<file path="config.mk">
export PLATFORM = sky130hd
export DESIGN_NAME = glide_controller
export DESIGN_NICKNAME = d
export VERILOG_FILES = /design/src/rtl/glide_controller.sv
export SDC_FILE = /design/constraint.sdc
export NUM_CORES = 1
export LEC_CHECK = 0
export CAP_MARGIN = 5
export CORE_MARGIN = 2
export CORE_UTILIZATION = 41
export DETAILED_ROUTE_END_ITERATION = 8
export DONT_BUFFER_PORTS = 1
export GPL_TIMING_DRIVEN = 1
export PLACE_DENSITY = 0.55
export SETUP_SLACK_MARGIN = 0.1
export SYNTH_ARGS = -nofsm -noshare
export SYNTH_HDL_FRONTEND = slang
export SYNTH_SLANG_ARGS = --single-unit
</file>
<file path="constraint.sdc">
create_clock -name clk -period 6.9 [get_ports clk]
set_input_delay 1.725 -clock clk [delete_from_list [all_inputs] [get_ports clk]]
set_output_delay 1.725 -clock clk [all_outputs]
set_load 0.02 [all_outputs]
</file>
<file path="src/rtl/glide_controller.sv">
// glide_controller: produces the registered phase_inc word for a phase
// accumulator. A new target increment is accepted over valid/ready, and
// phase_inc ramps linearly toward it by glide_step per tick. Arrival is
// clamped, so the ramp never overshoots, overflows or underflows.
module glide_controller #(
    parameter int ACC_WIDTH = 32,
    parameter int TICK_DIV  = 1,
    parameter int DIV_WIDTH = 16
) (
    input  logic                 clk,
    input  logic                 reset,
    input  logic                 target_valid,
    output logic                 target_ready,
    input  logic [ACC_WIDTH-1:0] target_inc,
    input  logic [ACC_WIDTH-1:0] glide_step,
    input  logic                 glide_abort,
    output logic [ACC_WIDTH-1:0] phase_inc,
    output logic                 gliding,
    output logic                 done
);

    localparam logic ST_IDLE  = 1'b0;
    localparam logic ST_GLIDE = 1'b1;

    // Last prescaler value; the cycle holding it is a glide tick.
    localparam logic [DIV_WIDTH-1:0] TICK_LAST = DIV_WIDTH'(TICK_DIV - 1);

    logic                 state_q, state_d;
    logic [ACC_WIDTH-1:0] phase_inc_q, phase_inc_d;
    logic [ACC_WIDTH-1:0] target_q, target_d;
    logic [ACC_WIDTH-1:0] step_q, step_d;
    logic [DIV_WIDTH-1:0] presc_q, presc_d;
    logic                 done_q, done_d;

    logic                 tick;
    logic                 target_above;
    logic [ACC_WIDTH-1:0] diff;

    assign target_ready = (state_q == ST_IDLE);
    assign gliding      = (state_q == ST_GLIDE);
    assign phase_inc    = phase_inc_q;
    assign done         = done_q;

    // Distance to the target as an unsigned magnitude, plus the tick strobe.
    always_comb begin
        tick         = (presc_q == TICK_LAST);
        target_above = (target_q > phase_inc_q);
        diff         = target_above ? (target_q - phase_inc_q)
                                    : (phase_inc_q - target_q);
    end

    // Next-state logic: accept in IDLE, step/clamp/abort in GLIDE.
    always_comb begin
        state_d     = state_q;
        phase_inc_d = phase_inc_q;
        target_d    = target_q;
        step_d      = step_q;
        presc_d     = presc_q;
        done_d      = 1'b0;

        case (state_q)
            ST_IDLE: begin
                if (target_valid) begin
                    target_d = target_inc;
                    step_d   = glide_step;
                    presc_d  = '0;
                    if ((glide_step == '0) || (target_inc == phase_inc_q)) begin
                        phase_inc_d = target_inc;
                        done_d      = 1'b1;
                    end else begin
                        state_d = ST_GLIDE;
                    end
                end
            end
            default: begin
                if (glide_abort) begin
                    // Abort takes priority over a tick in the same cycle.
                    phase_inc_d = target_q;
                    state_d     = ST_IDLE;
                    done_d      = 1'b1;
                end else begin
                    presc_d = tick ? '0 : presc_q + DIV_WIDTH'(1);
                    if (tick) begin
                        if (diff <= step_q) begin
                            phase_inc_d = target_q;
                            state_d     = ST_IDLE;
                            done_d      = 1'b1;
                        end else if (target_above) begin
                            phase_inc_d = phase_inc_q + step_q;
                        end else begin
                            phase_inc_d = phase_inc_q - step_q;
                        end
                    end
                end
            end
        endcase
    end

    // State registers with synchronous active-high reset.
    always_ff @(posedge clk) begin
        if (reset) begin
            state_q     <= ST_IDLE;
            phase_inc_q <= '0;
            target_q    <= '0;
            step_q      <= '0;
            presc_q     <= '0;
            done_q      <= 1'b0;
        end else begin
            state_q     <= state_d;
            phase_inc_q <= phase_inc_d;
            target_q    <= target_d;
            step_q      <= step_d;
            presc_q     <= presc_d;
            done_q      <= done_d;
        end
    end

endmodule
</file>
==> run_results.csv, run 1 <==
group,metric,value,unit
cts,clk_latency,460,ps
worst_setup_path,worst_setup_path_start_kind,"flop",
pwr,p_leak,0.00508,uW
route,wirelength,45600,um
hold_path,hold_class,"flop to flop",
cts,clkTransAtPathRegs,60,ps
worst_setup_path,end_kind,"flop",
placed_design,gp_congestion,0.972,
logic_synthesis,yosysMostFrequentCell,"nand2_1",
sta,fin_crit,6480,ps
logic_synthesis,yosys-top-cells-count,"233 x nand2_1, 179 x a21oi_1, 129 x ha_1",
global_route,antenna_found_initial,1,
worst_setup_path,worstPathMaxFanout,34,
sta,max_clock_freq,0.154,GHz
route,wl_per_cell,22.8,um
hold_path,hold_depth,2,
logic_synthesis,synth_top_area_frac,0.193,
final_layout,utilization,0.452,
worst_setup_path,cp_slowest_cell,"o311ai_0",
route,vias_per_cell,6.05,
logic_synthesis,synthArstFlopShare,0,
worst_setup_path,r2r_cells,20,
global_route,met3_usage,0.0741,
logic_synthesis,ys.flop_type,"dfxtp_1",
sta,skew,18.4,ps
final_layout,fill_cells,3009,
worst_setup_path,reg2reg_to,"phase_inc[20]",
run_status,status,"completed",
logic_synthesis,synth_cells,1618,
placed_design,post-dp-hpwl,35400,um
route,post-route-drc-count,0,
placed_design,placed_cells,1965,
logic_synthesis,yosys_warnings,0,
die,die_h,174,um
cts,holdBufCountCts,0,
cts,htreeDepth,4,
sta,slew_headroom,0.374,
sta,whs,453,ps
worst_setup_path,timing.rr.start,"phase_inc[10]",
die,dieArea,0.0302,mm^2
die,start_util,0.414,
global_route,use_met2,0.437,
logic_synthesis,yosys.area.top_type,"dfxtp_1",
placed_design,post_dp_cell_area,0.0123,mm^2
route,first_pass_iters,5,
die,die_width,174,um
cts,cts_root_buffer,"clkbuf_16",
logic_synthesis,yosysSeqAreaShare,0.193,
logic_synthesis,ys_top_cells_by_area,"dfxtp_1 19%, ha_1 14%, a21oi_1 7.6%, nand2_1 7.4%, xnor2_1 6.5%",
die,core,0.0285,mm^2
pwr,ir_worst_vdd,0.000256,V
cts,clk_path_buf_depth,2,
logic_synthesis,avgSynthCellArea,7.30,um^2
die,boundaryPins,103,
sta,min_period_over_period,0.939,
sta,worstMarginPinSlew,935,ps
route,ant_nets,0,
worst_setup_path,crit_arrival,6870,ps
global_route,use_met1,0.411,
final_layout,layout.nets,1801,
job,drv_cap,0,
final_layout,post-route-cell-area,0.0129,mm^2
cts,numCtsBuffers,17,
worst_setup_path,cp_cell_sequence,"inv_1 > ha_1 > nand4_1 > nor3_1 > nand3_2 > o21a_1 > nand2_8 > mux2_1 > a2111oi_0 > and4b_1 > ha_1 > nand4_1 > nor2_1 > o21ai_0 > o221ai_1 > a2111o_1 > nand2_1 > o311ai_0 > a31oi_1 > nor2_1",
final_layout,areaGrowthSynthToFinish,9.19,%
sta,grt_setup_unrepaired,"yes",
global_route,grt.busiest_layer,"met2",
sta,final-setup-viol-count,0,
global_route,grt_usage,0.298,
sta,finalHoldViolCount,0,
final_layout,num_antenna_cells,0,
hold_path,hp-start,"step_q[16]",
global_route,overflow,0,
logic_synthesis,ys_types,90,
final_layout,drive_gt1_frac,0.0750,
worst_setup_path,r2r_setup_slack,420,ps
global_route,grt_max_degree,91,
logic_synthesis,synthesis.nets,1818,
final_layout,instances_no_fill,1998,
placed_design,port_buffers,0,
pwr,powerDensity,411,mW/mm^2
logic_synthesis,ys_seq_elements,114,
worst_setup_path,critPathMaxStageDelay,810,ps
route,drtIter0Drc,1239,
route,via_count,12100,
logic_synthesis,syn_area,0.0118,mm^2
global_route,grt_pass1_vias,11300,
worst_setup_path,cp.required,7290,ps
hold_path,holdPathEnd,"step_q[16]",
worst_setup_path,crit_type,"flop to flop",
sta,fin_setup_tns,0,ps
cts,cts_tree,"yes",
sta,slew_violations,0,
die,rows,62,
global_route,grt_pass1_wl,68600,um
cts,cts.sinks,114,
logic_synthesis,synth-edff-count,0,
[critical path: cells and delay by family, from the launching register on]
family,cells,cell delay [ps]
DFF,1,660
muxes,1,380
AOI/OAI and AO/OA,7,2390
adders and majority gates,2,860
buffers and inverters,1,90
and+or+nand+nor,9,2010
[where the power goes]
group	switching, uW	total [uW]	internal [uW]
combinational	2250	3650	1400
clock	379	874	495
sequential	67.9	781	713
total	2700	5300	2610
[metrics by stage]
step	power, uW	setup WS [ps]
6_report	5300	418
5_1_grt	5660	87.0
4_1_cts	5200	391
3_5_place_dp	4300	420
3_3_place_gp	4290	575
2_1_floorplan	3340	1430
[layout by cell type, fill, tap and decap left out, types with 17 or more instances in the layout]
cell	synthesis	routed
a21o_1	34	34
a21oi_1	179	179
a31oi_1	30	30
buf_4	6	44
clkbuf_16	0	17
dfxtp_1	114	111
ha_1	129	129
inv_1	125	125
nand2_1	233	232
nand3_1	26	26
nand4_1	44	44
nor2_1	111	109
nor3_1	20	20
nor4_1	17	17
o21ai_0	63	63
o21bai_1	17	17
xnor2_1	88	88
xor2_1	21	21
[sequential cells by signal, indices dropped and copies added (netlist names)]
register   cells
phase_inc     32
gliding        1
step_q        32
done           1
target_q      32
presc_q       16
[cell families (layout without fill, tap and decap cells)]
| logic type | after synthesis | after routing | synth area share |
|---|---|---|---|
| simple gates | 531 | 532 | 0.211 |
| compound gates | 503 | 503 | 0.283 |
| buf+inv | 207 | 202 | 0.0705 |
| fa+ha+maj | 132 | 132 | 0.142 |
| flops | 114 | 114 | 0.193 |
| xor+xnor | 109 | 109 | 0.0808 |
| mux | 22 | 22 | 0.0200 |
[how the worst max path moves through the flow]
stage | start | to | slack [ps] | cells after the start
after floorplan | phase_inc[1] | phase_inc[31] | 1430 | 20
after global placement | phase_inc[1] | phase_inc[20] | 570 | 21
after detailed placement | phase_inc[16] | phase_inc[20] | 420 | 21
after CTS | phase_inc[1] | phase_inc[20] | 390 | 21
after global routing | phase_inc[3] | phase_inc[23] | 90 | 23
final | phase_inc[10] | phase_inc[20] | 420 | 20
[what timing repair did]
action | CTS | global route
endpoints found under the setup margin | 0 | 22
endpoints found under the hold margin | 0 | 0
buffers inserted | 0 | 0
resized for setup | 0 | 5
[final cells by class]
class,count,area [um^2],share of cell area
multi-input combinational,1298,8750,0.679
sequential,114,2290,0.177
tap,384,480,0.0372
inverter,125,469,0.0364
clock buffer,17,425,0.0330
timing repair buffer,45,350,0.0272
clock inverter,15,134,0.0104
[metal layers]
| layer | vias up | routed length (um) |
|---|---|---|
| met1 | 5702 | 20700 |
| met2 | 524 | 19000 |
| met3 | 86 | 3940 |
| met4 | 2 | 1910 |
| met5 | - | 13 |
| li1 | 5781 | - |
No activity file was read; power rests on OpenSTA's default activity.
==> inputs of run 2 (changes only) <==
==> constraint.sdc (replaced) <==
create_clock -name clk -period 6.9 [get_ports clk]
set_input_delay 1.38 -clock clk [delete_from_list [all_inputs] [get_ports clk]]
set_output_delay 1.38 -clock clk [all_outputs]
set_load 0.02 [all_outputs]
==> run 2 against run 1 <==
Against the previous run: maximum frequency grew 2.7%; power up 0.18%; sequential share of layout area barely moved; largest cell class unchanged.
==> run_results.csv, run 2 (synthesis gave the netlist of run 1 again) <==
group,metric,value,unit
run_status,status,"completed",
die,core,0.0285,mm^2
route,ant_nets,0,
global_route,grt_pass1_vias,11400,
pwr,comb_power_share,0.686,
cts,clkTransAtPathRegs,50,ps
pwr,power_frac_seq,0.147,
sta,grt_setup_unrepaired,"no",
global_route,grt_max_degree,91,
pwr,p_leak,0.00510,uW
sta,fin_setup_tns,0,ps
cts,cts_tree,"yes",
pwr,powerDensity,411,mW/mm^2
global_route,overflow,0,
hold_path,hold_depth,2,
placed_design,port_buffers,0,
final_layout,mostFrequentLayoutCell,"nand2_1",
global_route,grt_usage,0.298,
route,vias_per_cell,6.08,
global_route,antenna_found_initial,3,
die,die_h,174,um
sta,slew_violations,0,
cts,clk_path_buf_depth,2,
pwr,ir_worst_vdd,0.000261,V
final_layout,fill_cells,3001,
die,start_util,0.414,
final_layout,areaGrowthSynthToFinish,9.33,%
cts,holdBufCountCts,0,
cts,cts.sinks,114,
route,wl_per_cell,22.8,um
pwr,p_sw,2630,uW
hold_path,hp-start,"step_q[25]",
placed_design,gp_congestion,0.968,
worst_setup_path,critPathLaunch,"phase_inc[0]",
hold_path,hold_class,"flop to flop",
route,wirelength,45500,um
placed_design,post-dp-hpwl,35300,um
worst_setup_path,r2r_cells,22,
pwr,internal_power,2680,uW
worst_setup_path,worst_setup_path_start_kind,"flop",
pwr,swShare,0.496,
cts,cts_root_buffer,"clkbuf_16",
worst_setup_path,worstPathMaxFanout,34,
cts,htreeDepth,4,
sta,worstMarginPinSlew,977,ps
worst_setup_path,timing.rr.start,"phase_inc[0]",
die,boundaryPins,103,
final_layout,seqCellArea,0.00229,mm^2
sta,final-setup-viol-count,0,
route,first_pass_iters,5,
hold_path,holdPathEnd,"step_q[25]",
cts,numCtsBuffers,17,
route,post-route-drc-count,0,
worst_setup_path,cp.required,7210,ps
sta,min_period_over_period,0.915,
worst_setup_path,reg2reg_to,"phase_inc[7]",
final_layout,layout.nets,1800,
cts,clk_latency,450,ps
worst_setup_path,end_kind,"flop",
sta,skew,15.6,ps
global_route,grt_pass1_wl,69000,um
route,via_count,12100,
route,drtIter0Drc,1252,
sta,fin_crit,6310,ps
die,rows,62,
worst_setup_path,r2r_setup_slack,590,ps
final_layout,utilization,0.452,
job,drv_cap,0,
worst_setup_path,crit_arrival,6620,ps
cts,post_cts.repair.setup_buffers,0,
cts,cts_resized,0,
final_layout,drive_gt1_frac,0.0713,
pwr,pwr-share-clk,0.168,
sta,slew_headroom,0.346,
die,die_width,174,um
die,dieArea,0.0302,mm^2
sta,max_clock_freq,0.158,GHz
sta,finalHoldViolCount,0,
worst_setup_path,crit_type,"flop to flop",
final_layout,multiInputGateArea,0.00875,mm^2
final_layout,final_cell_mix,"232 x nand2_1, 179 x a21oi_1, 129 x ha_1",
pwr,power.total,5310,uW
[run 2: cell count changes in the layout (fill, tap and decap cells not counted), moves of 2 or more]
cell and delta:
clkbuf_1 +5, clkbuf_8 +4, clkinv_4 -2, clkinvlp_4 -6, inv_6 -3
[run 2: cell type report]
type	instances	area share
Multi-Input combinational cell	1297	0.678
Sequential cell	114	0.177
Clock buffer	26	0.0387
Tap cell	384	0.0372
Inverter	125	0.0363
Timing Repair Buffer	45	0.0271
Clock inverter	5	0.00581
Antenna cell	1	0.000194
[run 2: per-stage QoR]
step | std cells | area, um^2 | hold WS, ps | setup WS [ps]
after detailed placement | 1965 | 12300 | 449 | 494
final | 1997 | 12900 | 452 | 588
after CTS | 1996 | 12900 | 456 | 425
after global routing | 1996 | 12900 | 472 | 145
after floorplan | 1618 | 11800 | 436 | 1430
after global placement | 1965 | 12300 | 439 | 570
[run 2: how the worst max path moves through the flow]
| stage | end | slack (ps) | cells past startpoint |
|---|---|---|---|
| 4_1_cts | phase_inc[31] | 420 | 21 |
| 2_1_floorplan | phase_inc[31] | 1430 | 20 |
| 3_3_place_gp | phase_inc[20] | 570 | 21 |
| 5_1_grt | phase_inc[11] | 140 | 23 |
| 3_5_place_dp | phase_inc[20] | 490 | 21 |
| 6_report | phase_inc[7] | 590 | 22 |
[run 2: power groups by stage]
| stage | Combinational (uW) | Clock [uW] | Sequential (uW) |
|---|---|---|---|
| finish | 3640 | 891 | 778 |
| floorplan | 2520 | 0 | 815 |
| global route | 3940 | 930 | 786 |
| CTS | 3540 | 905 | 777 |
| global placement | 3510 | 0 | 790 |
| detailed placement | 3520 | 0 | 791 |
[run 2: worst max-delay path, stage by stage (launching register included)]
cell,delay (ps)
dfxtp_1,520
ha_1,250
inv_1,60
fa_1,390
nand3_1,110
a21oi_1,140
o32ai_2,360
o21ai_2,180
a211o_1,400
nand2_8,280
mux2_1,380
a2111oi_0,350
and4b_1,260
ha_1,300
nand4_1,90
nor2_1,170
o21ai_0,120
o221ai_1,320
a2111oi_2,190
nor2_4,660
mux2_2,410
mux2i_1,130
o21ai_0,100
[run 2: metal layers]
layer  vias to the layer above  track usage  share of wire
met4                         0        0.126          0.036
met2                       560        0.442           0.43
met5                         -            0              0
met3                        63       0.0675          0.092
li1                       5778            -              -
met1                      5745        0.414           0.45
==> inputs of run 3 (changes only) <==
--- a/config.mk
+++ b/config.mk
@@ -11,7 +11,6 @@
 export DETAILED_ROUTE_END_ITERATION = 8
 export DONT_BUFFER_PORTS = 1
 export GPL_TIMING_DRIVEN = 1
-export PLACE_DENSITY = 0.55
 export SETUP_SLACK_MARGIN = 0.1
 export SYNTH_ARGS = -nofsm -noshare
 export SYNTH_HDL_FRONTEND = slang
==> constraint.sdc (replaced) <==
create_clock -name clk -period 7.35 [get_ports clk]
set_input_delay 1.47 -clock clk [delete_from_list [all_inputs] [get_ports clk]]
set_output_delay 1.47 -clock clk [all_outputs]
set_load 0.02 [all_outputs]
==> run 3 against run 2 <==
Against the previous run: design area barely moved; sequential cell count did not move; clock power rose by 5.5%; via count fell by 0.58%; sequential share of layout area barely moved; largest cell class unchanged; largest power group unchanged; highest routed layer unchanged.
==> run_results.csv, run 3 (synthesis gave the netlist of run 1 again) <==
group,metric,value,unit
global_route,grt_max_degree,91,
worst_setup_path,cp_cell_sequence,"buf_4 > inv_1 > ha_1 > nand2_1 > o21ai_1 > a31oi_1 > a31oi_2 > o21a_1 > nand2_4 > mux2_4 > and4_1 > or3_1 > ha_1 > nand4_1 > nor4_1 > a2111oi_4 > nor2_4 > mux2_2 > mux2i_1 > o21ai_0",
placed_design,post-dp-hpwl,34100,um
worst_setup_path,critPathBufInv,2,
worst_setup_path,crit_cells,20,
global_route,grt_usage,0.292,
final_layout,utilization,0.452,
global_route,grt_pass1_wl,68300,um
cts,clkTransAtPathRegs,60,ps
global_route,grt_pass1_vias,11400,
sta,worstMarginPinSlew,1220,ps
route,wl_per_cell,22.6,um
sta,fin_setup_tns,0,ps
die,die_h,174,um
worst_setup_path,end_kind,"flop",
die,rows,62,
worst_setup_path,r2r_cells,20,
placed_design,dp_slack,491,ps
pwr,powerDensity,396,mW/mm^2
route,wirelength,45000,um
die,die_width,174,um
final_layout,drive_gt1_frac,0.0679,
worst_setup_path,crit_arrival,7170,ps
cts,htreeDepth,4,
sta,fin_crit,6860,ps
sta,grt_setup_unrepaired,"no",
route,drtIter0Drc,1232,
placed_design,port_buffers,0,
cts,clk_path_buf_depth,2,
sta,slew_violations,0,
sta,max_clock_freq,0.146,GHz
worst_setup_path,cp_top_family,"simple AND/OR/NAND/NOR gates",
hold_path,hold_class,"flop to flop",
worst_setup_path,cpMostUsedCell,"ha_1",
pwr,ir_worst_vdd,0.000194,V
route,first_pass_iters,7,
pwr,power_frac_seq,0.144,
worst_setup_path,critPathMaxStageDelay,780,ps
worst_setup_path,cp_slowest_cell,"nor4_1",
route,via_count,12100,
final_layout,mostFrequentLayoutCell,"nand2_1",
worst_setup_path,crit_type,"flop to flop",
worst_setup_path,cp.required,7660,ps
route,wl_met3,4020,um
pwr,swShare,0.496,
route,vias_per_cell,6.07,
global_route,antenna_found_initial,0,
job,drv_cap,0,
run_status,status,"completed",
sta,skew,12.1,ps
sta,setup_ws,489,ps
die,dieArea,0.0302,mm^2
cts,cts_root_buffer,"clkbuf_16",
cts,cts_tree,"yes",
sta,whs,454,ps
final_layout,layout.nets,1793,
global_route,overflow,0,
cts,post_cts.repair.setup_buffers,0,
final_layout,areaGrowthSynthToFinish,9.27,%
worst_setup_path,worstPathMaxFanout,26,
pwr,power.total,5110,uW
worst_setup_path,worst_setup_path_start_kind,"flop",
pwr,p_leak,0.00509,uW
sta,slew_headroom,0.187,
die,core,0.0285,mm^2
cts,cts.sinks,114,
route,wl_met1,20300,um
route,top_layer,"met4",
sta,final-setup-viol-count,0,
final_layout,num_antenna_cells,0,
cts,numCtsBuffers,17,
sta,finalHoldViolCount,0,
pwr,internal_power,2570,uW
pwr,p_sw,2540,uW
route,dr_wl_met2,18900,um
route,post-route-drc-count,0,
die,boundaryPins,103,
final_layout,final_cell_mix,"232 x nand2_1, 179 x a21oi_1, 129 x ha_1",
cts,cts_resized,0,
pwr,comb_power_share,0.672,
hold_path,hold_depth,2,
sta,min_period_over_period,0.933,
placed_design,gp_congestion,0.959,
route,ant_nets,0,
cts,clk_latency,440,ps
pwr,pwr-share-clk,0.184,
die,start_util,0.414,
cts,holdBufCountCts,0,
-- run 3: cell type report --
cell class	instances	area, um^2
clock inverters	10	181
flip-flops and latches	114	2280
well taps	384	480
clock buffers	21	460
inverters	125	469
repair buffers	36	270
multi-input cells	1299	8760
fillers	3042	15600
-- run 3: final timing paths --
kind	slack (ps)	end	startpoint
setup / recovery	490	phase_inc[7]	phase_inc[19]
hold / removal	450	step_q[25]	step_q[25]
setup reg to reg	490	phase_inc[7]	phase_inc[19]
hold reg to reg	450	step_q[25]	step_q[25]
-- run 3: worst min-delay path, cell delays in order (launching register included) --
cell and delay, ps:
dfxtp_1 310, nand2_1 50, a21oi_1 50
-- run 3: per-layer routing --
| layer | vias up | GRT usage |
|---|---|---|
| met4 | 0 | 0.122 |
| met2 | 522 | 0.435 |
| met1 | 5713 | 0.402 |
| li1 | 5758 | - |
| met5 | - | 0 |
| met3 | 82 | 0.0721 |
-- run 3: metrics by stage --
stage	area, um^2	cells
3_3_place_gp	12200	1956
6_report	12900	1989
2_1_floorplan	11800	1618
3_5_place_dp	12200	1956
4_1_cts	12900	1987
5_1_grt	12900	1989
-- run 3: power groups by stage --
stage,sequential [uW],clock (uW),combinational [uW]
4_1_cts,734,948,3290
3_3_place_gp,746,0,3240
6_report,735,940,3430
5_1_grt,742,972,3740
2_1_floorplan,765,0,2370
3_5_place_dp,747,0,3260
